## config.mk

```make
export PLATFORM = sky130hd
export DESIGN_NAME = sigmoid_gather_1x8
export DESIGN_NICKNAME = d
export VERILOG_FILES = /design/src/rtl/rnn_pkg.sv /design/src/rtl/sigmoid_gather_1x8.sv
export SDC_FILE = /design/constraint.sdc
export NUM_CORES = 1
export LEC_CHECK = 0
export CORE_MARGIN = 1
export CORE_UTILIZATION = 45
export DETAILED_ROUTE_END_ITERATION = 12
export PLACE_DENSITY = 0.87
export SLEW_MARGIN = 30
export SYNTH_ARGS = -nofsm -noshare
export SYNTH_HDL_FRONTEND = slang
export SYNTH_SLANG_ARGS = --single-unit
```

## constraint.sdc

```tcl
create_clock -name clk -period 2.4 [get_ports clk]
set_input_delay 0.36 -clock clk [delete_from_list [all_inputs] [get_ports clk]]
set_output_delay 0.36 -clock clk [all_outputs]
set_load 0.02 [all_outputs]
```

## src/rtl/rnn_pkg.sv

```systemverilog
// Shared definitions for the sigmoid/RNN datapath blocks.
package rnn_pkg;

    // Gather geometry defaults: eight lanes of IEEE-754 single precision.
    localparam int unsigned LANES_DEF = 8;
    localparam int unsigned DW_DEF    = 32;

    // 1.0f in IEEE-754 single precision.
    localparam logic [31:0] ONE_F32 = 32'h3f800000;

    // Gather controller states: GATHER accepts lane results, HOLD waits
    // for the output register to drain before releasing the full bank.
    typedef enum logic {
        GATHER = 1'b0,
        HOLD   = 1'b1
    } gather_state_t;

endpackage : rnn_pkg

```

## src/rtl/sigmoid_gather_1x8.sv

```systemverilog
// Gathers independent per-lane sigmoid results into one LANES-wide vector,
// with a one-entry output register and sticky duplicate/drop error flags.
module sigmoid_gather_1x8
    import rnn_pkg::*;
#(
    parameter int unsigned LANES = LANES_DEF,
    parameter int unsigned DW    = DW_DEF
) (
    input  logic                 clk,
    input  logic                 rst,
    input  logic [LANES-1:0]     lane_valid,
    input  logic [DW-1:0]        lane_data [LANES],
    output logic                 in_ready,
    output logic                 out_valid,
    input  logic                 out_ready,
    output logic [DW-1:0]        out_data [LANES],
    output logic                 err_dup,
    output logic                 err_drop,
    output logic [15:0]          vec_cnt
);

    gather_state_t          r_state;
    gather_state_t          w_state_nxt;

    logic [LANES-1:0]       r_mask;
    logic [LANES-1:0]       w_mask_nxt;
    logic [DW-1:0]          r_bank [LANES];
    logic [DW-1:0]          w_merged [LANES];

    logic                   r_out_valid;
    logic [DW-1:0]          r_out_data [LANES];
    logic                   r_err_dup;
    logic                   r_err_drop;
    logic [15:0]            r_vec_cnt;

    logic                   w_gathering;
    logic [LANES-1:0]       w_cap;
    logic                   w_dup_hit;
    logic                   w_drop_hit;
    logic                   w_complete;
    logic                   w_accept;
    logic                   w_load;

    // Lane capture qualification and error detection for this cycle.
    always_comb begin
        w_gathering = (r_state == GATHER);
        w_cap       = lane_valid & ~r_mask & {LANES{w_gathering}};
        w_dup_hit   = w_gathering & (|(lane_valid & r_mask));
        w_drop_hit  = ~w_gathering & (|lane_valid);
        w_complete  = w_gathering & (&(r_mask | w_cap));
        w_accept    = r_out_valid & out_ready;
    end

    // Bank contents including this cycle's captures (what a load would see).
    always_comb begin
        for (int unsigned i = 0; i < LANES; i++) begin
            w_merged[i] = w_cap[i] ? lane_data[i] : r_bank[i];
        end
    end

    // Next-state, output-register load and mask update decisions.
    always_comb begin
        w_state_nxt = r_state;
        w_load      = 1'b0;
        w_mask_nxt  = r_mask | w_cap;
        case (r_state)
            GATHER: begin
                if (w_complete) begin
                    // Output slot free now, or being drained on this edge.
                    if (!r_out_valid || out_ready) begin
                        w_load     = 1'b1;
                        w_mask_nxt = '0;
                    end else begin
                        w_state_nxt = HOLD;
                    end
                end
            end
            HOLD: begin
                if (w_accept) begin
                    w_load      = 1'b1;
                    w_mask_nxt  = '0;
                    w_state_nxt = GATHER;
                end
            end
            default: begin
                w_state_nxt = GATHER;
                w_mask_nxt  = '0;
            end
        endcase
    end

    // Controller state and capture mask registers.
    always_ff @(posedge clk) begin
        if (rst) begin
            r_state <= GATHER;
            r_mask  <= '0;
        end else begin
            r_state <= w_state_nxt;
            r_mask  <= w_mask_nxt;
        end
    end

    // Gather bank: lanes written as they are captured.
    always_ff @(posedge clk) begin
        if (rst) begin
            for (int unsigned i = 0; i < LANES; i++) begin
                r_bank[i] <= '0;
            end
        end else begin
            for (int unsigned i = 0; i < LANES; i++) begin
                r_bank[i] <= w_merged[i];
            end
        end
    end

    // One-entry output register; holds data stable until accepted.
    always_ff @(posedge clk) begin
        if (rst) begin
            r_out_valid <= 1'b0;
            for (int unsigned i = 0; i < LANES; i++) begin
                r_out_data[i] <= '0;
            end
        end else begin
            if (w_load) begin
                r_out_valid <= 1'b1;
                for (int unsigned i = 0; i < LANES; i++) begin
                    r_out_data[i] <= w_merged[i];
                end
            end else if (w_accept) begin
                r_out_valid <= 1'b0;
            end
        end
    end

    // Accepted-vector counter, wrapping modulo 2^16.
    always_ff @(posedge clk) begin
        if (rst) begin
            r_vec_cnt <= '0;
        end else if (w_accept) begin
            r_vec_cnt <= r_vec_cnt + 16'd1;
        end
    end

    // Sticky error flags, cleared only by reset.
    always_ff @(posedge clk) begin
        if (rst) begin
            r_err_dup  <= 1'b0;
            r_err_drop <= 1'b0;
        end else begin
            r_err_dup  <= r_err_dup  | w_dup_hit;
            r_err_drop <= r_err_drop | w_drop_hit;
        end
    end

    assign in_ready  = w_gathering;
    assign out_valid = r_out_valid;
    assign out_data  = r_out_data;
    assign err_dup   = r_err_dup;
    assign err_drop  = r_err_drop;
    assign vec_cnt   = r_vec_cnt;

endmodule : sigmoid_gather_1x8

```

# Yosys cells after proc, flatten, opt, wreduce, memory -nomap -nowiden
# Memory sizes are Yosys's and may differ from the RTL's.
# Cells that the tools add are included.
# Widths: inputs -> output; s select.
[word_totals] regBits=284 ramBits=256 input_bits=267 output_inout_bits=276 elab_cells=75 memories=1
[op_classes] addsub=1 muxes=33 n_bitwise=20 reduce_logical=6
[memory_table] name="r_bank" words=8 width=32 rd=8 rd_ports_with_merged_regs=0 write_ports=8 line="sigmoid_gather_1x8.sv:27" rtl="logic [DW-1:0] r_bank [LANES];"
[op_table] operator="$mux 32" n=16
[op_table] operator="$and 8x8->8" n=3
[op_table] operator="$mux 8" n=3
[op_table] operator="$add 16x1->16 const B" n=1
[op_table] operator="$pmux 8 s2" n=1
[op_table] operator="$reduce_or 8->1" n=2
[op_table] operator="$mux 1" n=11
[op_table] operator="$or 1x1->1" n=10
[op_table] operator="$not 8->8" n=1
[op_table] operator="$or 8x8->8" n=1
[op_table] operator="$reduce_and 8->1" n=1
[op_table] operator="$and 1x1->1" n=4
[op_table] operator="$pmux 1 s2" n=2
[op_table] operator="$reduce_bool 2->1" n=1
[op_table] operator="$logic_not 1->1" n=1
[op_table] operator="$logic_or 1x1->1" n=1
[op_table] operator="$not 1->1" n=1

# Logic depth before layout (Yosys ltp)
[logic_depth] ltp_word=9 ltp_mapped=8 ltp_nobuf=5

# Worst setup path before layout
# Ideal clock, no wire load.
[synth_timing] path_type="flip-flop to flip-flop" start="register r_state" end="register r_out_data (netlist bit out_data[149])" arrival_ps=1729 t_required_ps=2283 path_slack_ps=554 path_stages_with_launch=8 path_buffers=3 cell_sequence="dfxtp_1 buf_2 nor2b_1 nor2b_1 clkbuf_1 buf_2 mux2_2 a32o_1"
[synth_via] elab_chain_len=7 elab_cells_between_ends=8 classes_between="mux (3); bitwise (4); reduce/logical (1)"
[synth_lines] element="from (decl)" line="sigmoid_gather_1x8.sv:22" rtl="gather_state_t r_state;"
[synth_lines] element="from (signal assigned)" line="sigmoid_gather_1x8.sv:98" rtl="r_state <= w_state_nxt;"
[synth_lines] element="$not 1->1"
[synth_lines] element="$and 8x8->8" line="sigmoid_gather_1x8.sv:47" rtl="w_cap = lane_valid & ~r_mask & {LANES{w_gathering}};"
[synth_lines] element="$or 8x8->8" line="sigmoid_gather_1x8.sv:50" rtl="w_complete = w_gathering & (&(r_mask | w_cap));"
[synth_lines] element="$reduce_and 8->1" line="sigmoid_gather_1x8.sv:50"
[synth_lines] element="$and 1x1->1" line="sigmoid_gather_1x8.sv:50"
[synth_lines] element="$mux 1" line="sigmoid_gather_1x8.sv:68" rtl="if (w_complete) begin"
[synth_lines] element="$pmux 1 s2" line="sigmoid_gather_1x8.sv:66" rtl="case (r_state)"
[synth_lines] element="to (signal, indexed assignment)" line="sigmoid_gather_1x8.sv:127" rtl="r_out_data[i] <= w_merged[i];"
[synth_lines] element="to (decl)" line="sigmoid_gather_1x8.sv:31" rtl="logic [DW-1:0] r_out_data [LANES];"
# Several ways; a longest one is shown, not always the timed one.
# A chain may end at the register's enable or synchronous reset.

# Worst setup path after layout
[layout_timing] start="register r_state" end="output in_ready"
[layout_via] elab_chain_len=1
[layout_lines] element="$not 1->1"
[layout_lines] element="to (decl)" line="sigmoid_gather_1x8.sv:13" rtl="output logic in_ready,"
# No other way between the ends.

==> results.txt <==
GRT Overall Usage = 0.245
clock-pin slew on the worst setup and hold paths = 0.06 ns
vias in the first global route = 15,500
DRC viols = 0
Worst EP required = 2.04 ns
Post-Layout Cell Count = 2,712
crit start category = flip-flop
Fin Clk Skew = 0.0134 ns
sequential fraction of the synthesis area = 0.555
final hold vios = 0
Starting Density = 0.460
Yosys warnings = 0
Synth top area share = 0.555
compound-cell area share of the yosys netlist = 0.143
final setup fails = 0
RSZ-0062 raised after global routing = false
largest net degree at the start of global routing = 141
clock buffer count from CTS = 52
layout cells sized above 1 = 0.181
placed insts = 2,617
Hold Slack = 0.0639 ns
Final #Nets = 2,362
core area = 42,300 um2
DR WL/cell = 20.8 um
Yosys cell types = 34
die width = 210 um
outcome = finished clean
initial antenna violation count = 2
combinational family with the most area after synthesis = multiplexers
fmax = 0.436 GHz
DRT Wirelength = 56,300 um
min Tclk post-route = 2.29 ns
count leader, synth = dfxtp_1
Initial DRC Count = 967
flops & latches, synth = 540
Hold-fix buffers, CTS = 0
CTS tree = yes
Syn Nets = 1,846
fin crit share = 0.956
worst-path maximum fanout = 14
Area contributors post-synth = dfxtp_1 56%, a32o_1 13%, mux2_2 13%
xor/xnor share of the synthesized area = 0.00450
Max Transition Viols Final = 0
mux contribution to synthesized area = 0.149
setup bufs post-CTS = 0
placer congestion estimate = 0.827
Worst-Skew Late Latency = 0.58 ns
post-route ant nets = 0
via count = 14,900
die area = 44,100 um2
# H-tree levels = 2
Longest Clk Path Bufs = 3
slew of the pin with the lowest slew margin = 0.693 ns
CTS root buf = clkbuf_16
max incr delay on CP = 0.70 ns
clock sink count = 540
cell taking the most area after synthesis = dfxtp_1
Main synth FF type = dfxtp_1
critical-path cell list = inv_1 -> clkdlybuf4s50_1
static leakage = 10.2 nW
Synth top cells by count = 540 x dfxtp_1, 273 x nor2b_1, 256 x a32o_1, 227 x mux2_2, 66 x clkbuf_1
Post-synth EDFFs = 0
post-detail-place hpwl = 38,100 um
synthesized area per cell = 12.3 um2
Vert. Die Dim = 210 um
num rows = 75
Hold Crit Class = input pin to flip-flop
Worst path top cell family by delay = buffers and inverters
buffers added on ports = 542
IO Count = 543
Setup crit end kind = output port
first-pass GRT wire length = 85,800 um
drt first pass iters = 7
post-synthesis simple-gate area fraction = 0.102
ys async rst share = 0
Crit path arrival time = 1.93 ns
Layout area overhead = 41.1%
Crit Path Category = flip-flop to output port
synthesized area = 19,500 um2
adder-cell area share of the yosys netlist = 0.000643
power per cell area = 716 nW/um2
Synth Instances = 1,578
Max-cap violations = 0
Slowest-stage cell, CP = clkdlybuf4s50_1
Fillers = 2,980
Worst VDD drop = 0.000621 V
DR vias/cell = 5.50
Remaining Overflow, GRT = 0
buffers and inverters on the worst path = 2
max_slew headroom = 0.538
## metal layers
layer | part of all wire | routed length [um] | up-vias | track usage
met5 | 0.00028 | 16 | - | 0
met4 | 0.034 | 1940 | 2 | 0.0977
met3 | 0.087 | 4910 | 121 | 0.0784
met2 | 0.49 | 27900 | 607 | 0.431
met1 | 0.38 | 21600 | 7371 | 0.273
li1 | - | - | 6818 | -
## cell usage in the layout (no fill, tap or decap), types with 4 or more instances in the layout
| master | netlist | final |
|---|---|---|
| clkdlybuf4s50_1 | 0 | 541 |
| dfxtp_1 | 540 | 539 |
| nor2b_1 | 273 | 265 |
| a32o_1 | 256 | 256 |
| mux2_2 | 227 | 227 |
| clkbuf_16 | 0 | 53 |
| buf_12 | 0 | 36 |
| buf_4 | 4 | 34 |
| mux2_1 | 31 | 31 |
| nor2_1 | 19 | 19 |
| clkbuf_1 | 66 | 18 |
| clkbuf_8 | 0 | 12 |
| a21oi_1 | 9 | 9 |
| o21a_1 | 8 | 8 |
| clkinv_2 | 0 | 8 |
| nand4_1 | 7 | 7 |
| xor2_1 | 7 | 7 |
| nor2b_4 | 0 | 6 |
| o21ai_0 | 6 | 6 |
| nand3_1 | 6 | 6 |
| nand2_1 | 6 | 6 |
| a22oi_1 | 4 | 4 |
## report_power, final
part	leakage [nW]	total, mW	switching (mW)	internal, mW
Combinational	5.02	2.25	0.990	1.26
Sequential	4.40	9.42	0.119	9.30
Clock	0.813	7.99	3.38	4.61
Total	10.2	19.7	4.49	15.2
## area by class of cell
class	count	area [um2]	share of cell area
Antenna cell	1	2.50	0.0000911
Sequential cell	540	10800	0.394
Multi-Input combinational cell	885	7850	0.286
Clock inverter	12	115	0.00419
Timing Repair Buffer	612	6400	0.233
Tap cell	577	722	0.0263
Inverter	3	11.3	0.000410
Clock buffer	82	1550	0.0563
## timing repair
action	CTS	global route
gates resized for setup	1	0
setup endpoints to repair	1	0
endpoints found under the hold margin	0	0
## per-stage QoR
step	power, mW	TNS [ns]	utilization	cell area (um2)	worst slack [ns]
2_1_floorplan	10.8	0	-	19500	0.554
3_3_place_gp	11.8	-14.92	0.610	25800	-0.0941
3_5_place_dp	11.8	-11.17	0.610	25800	-0.0874
4_1_cts	19.8	0	0.649	27500	0.0736
5_1_grt	20.3	0	0.649	27500	0.0491
6_report	19.7	0	0.649	27500	0.106
## worst paths after layout
check	end	cells past startpoint	slack [ns]	start
worst min register to register	out_data[243]	1	0.46	out_data[243]
worst max-delay path	in_ready	2	0.11	r_state
worst min-delay path	vec_cnt[1]	2	0.06	rst
worst max register to register	out_data[221]	6	0.29	r_mask[6]
## kinds of logic after synthesis
kind of cell,count (synthesis)
AO/OA/AOI/OAI,289
XOR/XNOR,10
adder cells (fa/ha/maj),1
buffers and inverters,153
flip-flops,540
multiplexers,258
AND/OR/NAND/NOR,327
## worst reg2reg max path: stages (launching register included)
cell and delay (ns):
dfxtp_1 0.45, o22ai_1 0.16, or4_4 0.56, o21ai_4 0.27, buf_12 0.22, buf_12 0.20, a32o_1 0.19
## sequential cells by signal (all words and copies together) (netlist names)
signal / flops
err_drop: 1
err_dup: 1
out_data: 256
out_valid: 1
r_bank: 256
r_mask: 8
r_state: 1
vec_cnt: 16
No activity file was read; power rests on OpenSTA's default activity.
